[src/rtl/apb_initiator.sv]
// APB requester: one command in, one SETUP/ACCESS transfer out, one response back; 4 cycles minimum from accept to the next req_ready.
// Backpressure: req_ready is high only in IDLE, and RESP holds the response until resp_ready.
module apb_initiator #(
    parameter int TIMEOUT = 16
) (
    input  logic        clock,
    input  logic        reset,
    input  logic        req_valid,
    output logic        req_ready,
    input  logic [31:0] req_addr,
    input  logic        req_write,
    input  logic [31:0] req_wdata,
    input  logic [3:0]  req_wstrb,
    input  logic [2:0]  req_prot,
    output logic        resp_valid,
    input  logic        resp_ready,
    output logic [31:0] resp_rdata,
    output logic        resp_err,
    output logic [31:0] out_paddr,
    output logic        out_psel,
    output logic        out_penable,
    output logic [2:0]  out_pprot,
    output logic        out_pwrite,
    output logic [31:0] out_pwdata,
    output logic [3:0]  out_pstrb,
    input  logic        out_pready,
    input  logic [31:0] out_prdata,
    input  logic        out_pslverr
);

    typedef enum logic [1:0] {IDLE, SETUP, ACCESS, RESP} state_t;

    localparam bit         TIMEOUT_EN = (TIMEOUT != 0);
    localparam logic [7:0] WAIT_LAST  = (TIMEOUT == 0) ? 8'd0 : 8'(TIMEOUT - 1);

    state_t      state;
    state_t      state_nxt;
    logic [31:0] addr_q;
    logic        write_q;
    logic [31:0] wdata_q;
    logic [3:0]  wstrb_q;
    logic [2:0]  prot_q;
    logic [31:0] rdata_q;
    logic        err_q;
    logic [7:0]  wait_cnt;
    logic        timed_out;

    // A pready in the last allowed ACCESS cycle takes priority over the timeout.
    assign timed_out = TIMEOUT_EN && (wait_cnt == WAIT_LAST) && !out_pready;

    always_ff @(posedge clock or posedge reset) begin
        if (reset) begin
            state <= IDLE;
        end else begin
            state <= state_nxt;
        end
    end

    always_comb begin
        state_nxt = state;
        case (state)
            IDLE:    if (req_valid) state_nxt = SETUP;
            SETUP:   state_nxt = ACCESS;
            ACCESS:  if (out_pready || timed_out) state_nxt = RESP;
            RESP:    if (resp_ready) state_nxt = IDLE;
            default: state_nxt = IDLE;
        endcase
    end

    always_ff @(posedge clock or posedge reset) begin
        if (reset) begin
            addr_q   <= '0;
            write_q  <= 1'b0;
            wdata_q  <= '0;
            wstrb_q  <= '0;
            prot_q   <= '0;
            rdata_q  <= '0;
            err_q    <= 1'b0;
            wait_cnt <= '0;
        end else begin
            case (state)
                IDLE: begin
                    if (req_valid) begin
                        addr_q  <= req_addr;
                        write_q <= req_write;
                        wdata_q <= req_wdata;
                        wstrb_q <= req_wstrb;
                        prot_q  <= req_prot;
                    end
                end
                SETUP: wait_cnt <= '0;
                ACCESS: begin
                    if (out_pready) begin
                        rdata_q <= write_q ? 32'h0 : out_prdata;
                        err_q   <= out_pslverr;
                    end else if (timed_out) begin
                        rdata_q <= 32'h0;
                        err_q   <= 1'b1;
                    end else begin
                        wait_cnt <= wait_cnt + 8'd1;
                    end
                end
                default: ;
            endcase
        end
    end

    // Strobes and selects decode straight from state so reset drops them immediately.
    assign req_ready   = (state == IDLE);
    assign out_psel    = (state == SETUP) || (state == ACCESS);
    assign out_penable = (state == ACCESS);
    assign resp_valid  = (state == RESP);
    assign resp_rdata  = rdata_q;
    assign resp_err    = err_q;
    assign out_paddr   = addr_q;
    assign out_pwrite  = write_q;
    assign out_pwdata  = wdata_q;
    assign out_pprot   = prot_q;
    assign out_pstrb   = write_q ? wstrb_q : 4'b0000;

endmodule

[config.mk]
export PLATFORM = sky130hd
export DESIGN_NAME = apb_initiator
export DESIGN_NICKNAME = d
export VERILOG_FILES = /design/src/rtl/apb_initiator.sv
export SDC_FILE = /design/constraint.sdc
export NUM_CORES = 1
export LEC_CHECK = 0
export ABC_AREA = 1
export BUFFER_PORTS_ARGS = -buffer_cell sky130_fd_sc_hd__buf_4
export CORE_UTILIZATION = 40
export CTS_CLUSTER_SIZE = 28
export DETAILED_ROUTE_END_ITERATION = 12
export PLACE_DENSITY = 0.7
export SETUP_SLACK_MARGIN = 0.1
export SLEW_MARGIN = 10
export SYNTH_ARGS = -nofsm -noshare
export SYNTH_HDL_FRONTEND = slang
export SYNTH_SLANG_ARGS = --single-unit
[constraint.sdc]
create_clock -name clock -period 10.5 [get_ports clock]
set_input_delay 2.1 -clock clock [delete_from_list [all_inputs] [get_ports clock]]
set_output_delay 2.1 -clock clock [all_outputs]
set_load 0.005 [all_outputs]
# Word level (Yosys, flattened, before mapping)
# Cells that the tools add are included.
word_totals:
  mem_bits_rw: 0
  ff_bits: 115
  inputBits: 110
  latch_bits: 0
  n_memories: 0
  out_inout_bits: 109
  rom_bits: 0
op_classes:
  n_shift: 0
  muxes: 13
  add_sub_neg: 1
  n_lt_le_gt_ge: 0
  n_bitwise: 0
  multipliers: 0
  reduce_logical: 11
  n_div: 0
  eq_ne: 9
op_table:
  columns: ["op", "n"]
  rows:
  - ["2-to-1 mux 32 bit", 3]
  - ["2-to-1 mux 8 bit", 2]
  - ["case mux 8 bit (2 select lines)", 1]
  - ["adder 8 x 1 -> 8 bit, second input constant", 1]
  - ["== test 8 x 4 -> 1 bit, second input constant", 1]
  - ["case mux 2 bit (4 select lines)", 1]
  - ["2-to-1 mux 2 bit", 3]
  - ["inequality test 2 bit, second input constant", 3]
  - ["AND reduction 3 bit", 2]
  - ["== test 2 bit, second input constant", 2]
  - ["2-to-1 mux 4 bit", 1]
  - ["inequality test 2 x 1 -> 1 bit, second input constant", 2]
  - ["AND reduction 2 bit", 2]
  - ["nonzero test 2 bit", 2]
  - ["== test 2 x 1 -> 1 bit, second input constant", 1]
  - ["logical NOT 2 bit", 1]
  - ["logical OR 1 bit", 2]
  - ["2-to-1 mux 1 bit", 2]
  - ["logical AND 1 bit", 1]
  - ["logical NOT 1 bit", 1]

# Depth between registers and ports, before layout
# Gate-level depths: netlist of run 1.
logic_depth:
  ltp_word: 5
  depth_mapped: 8
  depth_no_buf: 8

# Worst setup path before layout of run 1
# Ideal clock, no wire load.
synth_path:
  kind: "input port to flip-flop"
  start: "input port req_valid"
  end: "register addr_q[0] (netlist: out_paddr[0])"
  stages: 3
  required_ns: 10.375
  setup_time_ns: 0.125
  arrival_time_ns: 2.860
  setup_slack_ns: 7.515
  cell_sequence: "nand2_1 -> buf_2 -> mux2_2"
synth_via:
  elab_chain_cells: 1
synth_lines:
  columns: ["element", "line_no", "source"]
  rows:
  - ["start, declared", "8", "input logic req_valid,"]
  - ["AND reduction 2 bit (no line)", null, null]
  - ["end signal, assigned", "84", "addr_q <= req_addr;"]
  - ["end, declared", "38", "logic [31:0] addr_q;"]
# No other way between the ends.
# A chain may end at the register's enable or synchronous reset.

# Worst setup path after layout of run 1
layout_path:
  start: "register state[1]"
  end: "output port out_psel"
layout_via:
  elab_chain_cells: 2
  word_cells_on_any_way: 3
  classes_between: "eq/ne (2); reduce/logical (1)"
layout_lines:
  columns: ["element", "line_no", "source"]
  rows:
  - ["start, declared", "36", "state_t state;"]
  - ["start signal, assigned", "55", "state <= state_nxt;"]
  - ["== test 2 x 1 -> 1 bit or == test 2 bit (tied branches)", "110", "assign out_psel = (state == SETUP) || (state == ACCESS);"]
  - ["logical OR 1 bit *", "110", null]
  - ["end, declared", "20", "output logic out_psel,"]
# Mark *: on every way between the ends. The rest lies on a longest branch, timed or not.

==> flow_metrics.tcl, run 1 <==
set metrics [dict create \
    status "finished, final reports clean" \
    fillers 953 \
    gr-usage-all-layers 0.1951 \
    synth-seq-cells 115 \
    core_um2 11470 \
    synth_fp_nets 519 \
    tritoncts "yes" \
    grt_max_degree 74 \
    htreeDepth 4 \
    postRouteAntennaNets 0 \
    drt_iter0_drc 105 \
    die_area_um2 12220 \
    drc 0 \
    hold_viol 0 \
    ir_drop_mv 0.2053 \
    die_h_um 110.5 \
    net-switching-power_mw 0.6196 \
    intPower_mw 1.448 \
    worst_pin_slew_ps 1012 \
    synth_top_area_share 0.6107 \
    design_area_um2 6999 \
    combinationalPowerShare 0.380 \
    antenna_found_initial 0 \
    port-buffer-count 218 \
    pwr-share-seq 0.369 \
    hpwl_um 8221 \
    hold_buffers 0 \
    grt_pass1_vias 3867 \
    synth-edff-count 0 \
    synth_area_um2 4712 \
    drt_wl_total_um 11320 \
    powerDensity_nw_per_um2 295.4 \
    layout_common_cells "220 x buf_4, 115 x dfrtp_1, 103 x nand2_1" \
    rsz0062_at_grt "false" \
    cts_resized 0 \
    synth.yosys.seq_area_share 0.6107 \
    syn_avg_cell_area_um2 11.66 \
    postCtsSetupBuffers 0 \
    synth_area_leader_cell "dfrtp_1" \
    ys_types 24 \
    start_kind "flop" \
    start_util 0.4109 \
    cts_sinks 115 \
    avgRoutedWirePerCell_um 14.45 \
    root_buffer "clkbuf_16" \
    pwr-share-clk 0.251 \
    fin_tns_setup_ps 0 \
    die_w_um 110.5 \
    netlist_instances 404 \
    ios 219 \
    drive_above_1_share 0.5172 \
    worstSkewPairLatency_ps 410 \
    timing.final.crit_share 0.3441 \
    finalSetupViolCount 0 \
    final_nets 742 \
    vias_per_cell 4.798 \
    yosysWarnings 0 \
    drt-pass1-iter-count 4 \
    worstPathMaxFanout 7 \
    area_growth_pct 48.54 \
    switching_share 0.2997 \
    drv_slew 0 \
    clk_pin_slew_ps 50 \
    p_leak_nw 3.668 \
    maxCapViolCount 0 \
    place_congestion 0.7463 \
    fin_skew_ps 5.520 \
    crit_type "reg2out" \
    row_count 39 \
    diodes 0 \
    end_kind "output port" \
    final_common_cell "buf_4" \
    fmax_mhz 276.8 \
    synth_area_leaders "dfrtp_1 61%, mux2_2 17%, nand2_1 8.3%, nand3_1 4.0%, inv_1 1.6%" \
    min_period_ps 3613 \
    vias 3757 \
    cts_buffers 17 \
    max_slew_margin 0.3248 \
    grt_pass1_wl_um 18660 \
    grt_overflow_total 0 \
    crit_required_ps 8400 \
    hold_class "reg2reg" \
    synthFlopType "dfrtp_1" \
    placed_area_um2 6452 \
    clockBufferDepth 2 \
    asyncSetResetFlopFracSynth 1.000 \
    cp_data_arrival_time_ps 1510 \
]
-- kinds of logic (layout without fill, tap and decap cells) --
| kind of cell | count (synthesis) | in the layout | share of synthesized area |
|---|---|---|---|
| AO/OA/AOI/OAI | 8 | 8 | 0.01461 |
| XOR/XNOR | 1 | 1 | 0.001859 |
| adder cells (fa/ha/maj) | 5 | 5 | 0.01328 |
| buffers and inverters | 36 | 272 | 0.03611 |
| flip-flops | 115 | 115 | 0.6107 |
| multiplexers | 71 | 71 | 0.1697 |
| AND/OR/NAND/NOR | 168 | 168 | 0.1537 |
-- synth_stat cells, types with 2 or more instances --
cell	instances
ha_1	5
nand2_2	5
mux2_2	71
buf_2	10
nand3_1	38
clkbuf_1	3
nor3_1	2
buf_6	3
nand2_1	104
dfrtp_1	115
nand2_4	2
inv_1	20
a21oi_1	3
nor2_1	13
-- critical path, stage by stage, from the launching register on --
cell and delay (ps):
dfrtp_1 390, inv_1 80, ha_1 470, buf_4 170
-- through the flow --
stage          cells  total power [mW]  hold WS, ps  setup slack, ps    util
2_1_floorplan    404             1.128        465.0             5356       -
5_1_grt          783             2.195        489.3             6819  0.6104
4_1_cts          783             2.096        477.2             6874  0.6104
3_3_place_gp     751             1.535        457.2             6959  0.5627
3_5_place_dp     751             1.565        464.2             6927  0.5627
6_report         783             2.067        473.1             6887  0.6104
-- area by class of cell --
cell class | instances | area [um^2] | share of cell area
sequential | 115 | 2878 | 0.4112
multi-input combinational | 253 | 1667 | 0.2381
timing repair buffer | 220 | 1652 | 0.2360
clock buffer | 28 | 526.8 | 0.07526
tap | 143 | 178.9 | 0.02556
inverter | 20 | 77.57 | 0.01108
clock inverter | 4 | 20.02 | 0.002860
-- per-layer routing --
metal	vias up	part of all wire	track usage
met5	-	0	0
met4	0	0.027	0.09867
met3	28	0.072	0.07245
met2	123	0.51	0.3275
met1	1830	0.39	0.2164
li1	1776	-	-
-- final timing paths --
| kind | cells past startpoint | endpoint | start | slack (ps) |
|---|---|---|---|---|
| hold / removal | 2 | resp_rdata[30] | resp_rdata[30] | 470 |
| setup / recovery | 3 | out_psel | state[1] | 6890 |
| hold reg to reg | 2 | resp_rdata[30] | resp_rdata[30] | 470 |
| max in group asynchronous | 3 | resp_rdata[3] | reset | 7460 |
| min in group asynchronous | 2 | out_pwdata[22] | reset | 1790 |
| setup reg to reg | 5 | out_pprot[1] | state[1] | 8480 |
-- power groups by stage --
stage	Sequential (mW)	Clock (mW)	Combinational (mW)
after floorplan	0.769	0	0.359
after global placement	0.759	0	0.775
after detailed placement	0.769	0	0.796
after CTS	0.765	0.532	0.799
after global routing	0.789	0.549	0.857
final	0.764	0.519	0.785
-- sequential cells by signal, indices dropped and copies added (netlist names) --
register and count:
wstrb_q 4, resp_rdata 32, resp_err 1, state 2, out_pwrite 1, out_paddr 32, wait_cnt 8, out_pprot 3
out_pwdata 32
No activity file was read; power rests on OpenSTA's default activity.
==> inputs of run 2 (changes only) <==
clock period = 3.55 ns   (was 10.5 ns; I/O delays follow)
==> run 2 against run 1 <==
  * Via count shrank 0.45%
  * Sequential share of layout area shrank 0.19 points
  * Global-route usage is essentially flat
  * Routed wire length grew 0.25%
  * Critical path type unchanged
  * Critical endpoint unchanged
==> flow_metrics.tcl, run 2 (synthesis results as in run 1) <==
set metrics [dict create \
    fmax_mhz 452.0 \
    ir_drop_mv 0.5207 \
    cts_resized 0 \
    row_count 39 \
    ios 219 \
    multi_input_area_um2 1667 \
    final_nets 744 \
    rsz0062_at_grt "false" \
    tritoncts "yes" \
    status "finished, final reports clean" \
    p_leak_nw 3.672 \
    root_buffer "clkbuf_16" \
    hpwl_um 8327 \
    die_h_um 110.5 \
    finalSetupViolCount 0 \
    die_area_um2 12220 \
    p_total_mw 6.123 \
    die_w_um 110.5 \
    grt_max_degree 61 \
    area_growth_pct 49.23 \
    postRouteAntennaNets 0 \
    avgRoutedWirePerCell_um 14.49 \
    final_common_cell "buf_4" \
    drive_above_1_share 0.5172 \
    hold_class "in2async" \
    vias_per_cell 4.777 \
    postCtsSetupBuffers 0 \
    cp_slowest_stage_delay_ps 460 \
    place_congestion 0.7561 \
    crit_slowest_cell "ha_1" \
    worstSkewPairLatency_ps 400 \
    maxCapViolCount 0 \
    dp_slack_ps 1478 \
    clk_pin_slew_ps 50 \
    grt_pass1_vias 3900 \
    grt_overflow_total 0 \
    start_util 0.4109 \
    fin_skew_ps 10.79 \
    powerDensity_nw_per_um2 870.8 \
    worst_slack_ps 1338 \
    cts_sinks 115 \
    fin_tns_setup_ps 0 \
    cts_buffers 17 \
    cpLargestDelayFamily "adder cells" \
    hold_viol 0 \
    core_um2 11470 \
    end_kind "output port" \
    fillers 958 \
    gr-usage-met1 0.2164 \
    crit_required_ps 2840 \
    worstPathMaxFanout 7 \
    layout_common_cells "220 x buf_4, 115 x dfrtp_1, 103 x nand2_1" \
    top_usage_layer "met2" \
    port-buffer-count 218 \
    drc 0 \
    drt_iter0_drc 126 \
    worstPathCellList "inv_1, ha_1, buf_4" \
    min_period_ps 2213 \
    start_kind "flop" \
    max_slew_margin 0.3375 \
    drt-pass1-iter-count 4 \
    clockBufferDepth 2 \
    register_area_um2 2878 \
    cp_data_arrival_time_ps 1500 \
    diodes 0 \
    antenna_found_initial 0 \
    worst_pin_slew_ps 992.6 \
    crit_buf_inv 2 \
    hold_buffers 0 \
    use_met2 0.3226 \
    grt_pass1_wl_um 18690 \
    htreeDepth 4 \
    drv_slew 0 \
    drt_wl_total_um 11340 \
    timing.final.crit_share 0.6232 \
    use_met3 0.08123 \
    crit_type "reg2out" \
    vias 3740 \
    gr-usage-all-layers 0.1947 \
]
[run 2: cell types whose count changed in the layout (fill, tap and decap cells not counted), sizes merged]
cell	before	now
clkinv	4	3
clkbuf	28	25
inv	20	19
clkinvlp	0	2
buf	220	222
bufinv	0	1
[run 2: worst register-to-register path: cells and delay by family, from the launching register on]
family,cells,cell delay (ps)
flip-flops,1,390
adder cells (fa/ha/maj),1,340
buffers and inverters,2,840
AND/OR/NAND/NOR,3,430
[run 2: metal layers]
layer	up-vias	wire (um)
met4	0	223
met5	-	0
met3	17	880
li1	1774	-
met1	1809	4370
met2	140	5870
[run 2: where the power goes]
group | switching, mW | leakage (nW) | total (mW) | internal [mW]
combinational | 0.960 | 1.99 | 2.34 | 1.37
sequential | 0.334 | 1.42 | 2.26 | 1.92
clock | 0.530 | 0.263 | 1.53 | 1.00
total | 1.82 | 3.67 | 6.12 | 4.30
[run 2: path summary, 6_finish.rpt]
check	startpoint	endpoint	slack (ps)	cells past startpoint
max	state[1]	out_psel	1340	3
min	reset	out_paddr[30]	470	2
max reg2reg	state[0]	resp_rdata[24]	1480	6
min reg2reg	resp_rdata[13]	resp_rdata[13]	470	2
max in group asynchronous	reset	resp_rdata[7]	2340	3
min in group clock	resp_rdata[13]	resp_rdata[13]	470	2
[run 2: final cells by class]
type,instances,share of cell area
Clock inverter,5,0.007473
Tap cell,143,0.02544
Sequential cell,115,0.4093
Clock buffer,25,0.06904
Timing Repair Buffer,222,0.2406
Multi-Input combinational cell,253,0.2370
Inverter,20,0.01121
[run 2: through the flow]
stage,cell area (um^2),std cells,hold slack (ps),utilization
after global placement,6494,753,455.9,0.5663
after CTS,7032,783,472.8,0.6132
after floorplan,4716,404,465.0,-
after detailed placement,6494,753,460.7,0.5663
final,7032,783,467.1,0.6132
after global routing,7032,783,484.6,0.6132
==> inputs of run 3 (changes only) <==
clock period = 2.1 ns   (was 3.55 ns; I/O delays follow)
==> run 3 against run 2 <==
  * Critical path depth is the same
  * Power increased by 81%
  * Clock-buffer cell count shrank 7
  * Sequential share of layout area shrank 0.90 points
  * Largest cell class unchanged
  * Largest power group unchanged
==> flow_metrics.tcl, run 3 (synthesis results as in run 1) <==
set metrics [dict create \
    layout_common_cells "220 x buf_4, 115 x dfrtp_1, 103 x nand2_1" \
    design_area_um2 7189 \
    cp_slowest_stage_delay_ps 430 \
    die_w_um 110.5 \
    core_um2 11470 \
    cpLargestDelayFamily "adder cells" \
    crit_type "reg2out" \
    final_common_cell "buf_4" \
    start_util 0.4109 \
    place_congestion 0.7347 \
    crit_buf_inv 2 \
    start_kind "flop" \
    maxCapViolCount 0 \
    clockBufferDepth 2 \
    drt_wl_total_um 11610 \
    postCtsSetupBuffers 0 \
    fin_tns_setup_ps 0 \
    htreeDepth 4 \
    max_slew_margin 0.5380 \
    vias_per_cell 4.790 \
    r2r_end "resp_rdata[4]" \
    hold_class "in2async" \
    clk_pin_slew_ps 60 \
    hold_viol 0 \
    finalSetupViolCount 0 \
    cts_buffers 17 \
    fin_skew_ps 8.199 \
    timing.final.crit_share 0.8910 \
    gr-usage-all-layers 0.2010 \
    cts_sinks 115 \
    vias 3765 \
    worst_pin_slew_ps 691.5 \
    die_area_um2 12220 \
    fmax_mhz 534.4 \
    ir_drop_mv 1.045 \
    drv_slew 0 \
    status "finished, final reports clean" \
    worstPathCellList "inv_1, ha_2, buf_4" \
    postRouteAntennaNets 0 \
    cp_num_cells 3 \
    r2r_slack_ps 400 \
    drc 0 \
    final_nets 745 \
    cp_data_arrival_time_ps 1450 \
    area_growth_pct 52.58 \
    p_leak_nw 3.736 \
    crit_slowest_cell "ha_2" \
    drive_above_1_share 0.5288 \
    hold_buffers 0 \
    port-buffer-count 218 \
    worstSetupEndpoint "out_psel" \
    row_count 39 \
    antenna_found_initial 0 \
    cp-startpoint "state[1]" \
    end_kind "output port" \
    placed_area_um2 6514 \
    grt_max_degree 74 \
    ios 219 \
    worstSkewPairLatency_ps 410 \
    r2r-start "state[0]" \
    drt-pass1-iter-count 4 \
    rr_worst_depth 7 \
    crit_required_ps 1680 \
    drt_iter0_drc 164 \
    root_buffer "clkbuf_16" \
    rsz0062_at_grt "false" \
    worstPathMaxFanout 7 \
    min_period_ps 1871 \
    diodes 0 \
    die_h_um 110.5 \
    powerDensity_nw_per_um2 1539 \
    grt_overflow_total 0 \
    avgRoutedWirePerCell_um 14.77 \
    tritoncts "yes" \
    hpwl_um 8224 \
    grt_pass1_vias 3954 \
    grt_pass1_wl_um 19380 \
]
==> run 3: worst reg2reg max path, delay by kind of cell (launching register included) <==
family | cells | cell delay (ps)
buf+inv | 3 | 500
fa+ha+maj | 1 | 350
simple gates | 3 | 410
flops | 1 | 400
==> run 3: area by class of cell <==
| type | count | area, um^2 |
|---|---|---|
| multi-input cells | 253 | 1669 |
| inverters | 20 | 78.83 |
| fillers | 909 | 4278 |
| flip-flops and latches | 115 | 2878 |
| repair buffers | 223 | 1712 |
| clock buffers | 18 | 439.2 |
| well taps | 143 | 178.9 |
| clock inverters | 14 | 234.0 |
==> run 3: layer usage <==
metal	part of all wire	vias up	track usage
met1	0.38	1832	0.2251
met4	0.020	0	0.09422
met5	0	-	0
li1	-	1780	-
met3	0.078	20	0.08013
met2	0.52	133	0.3346
==> run 3: how the worst min path moves through the flow <==
stage                         from              to  cells after the start
floorplan           resp_rdata[12]  resp_rdata[12]                      2
global placement    resp_rdata[29]  resp_rdata[29]                      2
detailed placement  resp_rdata[13]  resp_rdata[13]                      2
CTS                          reset    out_paddr[5]                      2
global route                 reset    out_paddr[5]                      2
finish                       reset   out_paddr[29]                      2
==> run 3: per-stage QoR <==
step,setup slack (ps),hold WS (ps),cells,utilization,power [mW]
3_3_place_gp,506.0,457.7,754,0.5680,7.709
5_1_grt,134.8,163.8,786,0.6270,11.72
6_report,228.8,120.4,786,0.6270,11.06
4_1_cts,143.7,127.2,786,0.6267,11.19
2_1_floorplan,280.6,465.0,404,-,5.641
3_5_place_dp,428.5,459.7,754,0.5680,7.865
==> run 3: power by group <==
part | internal (mW) | switching (mW) | leakage [nW]
clock network | 2.25 | 1.01 | 0.318
logic | 2.35 | 1.64 | 2.00
registers | 3.25 | 0.572 | 1.42
==> run 3: timing repair <==
item,4_1_cts,5_1_grt
resized for setup,0,1
setup endpoints to repair,0,1
endpoints found under the hold margin,0,0
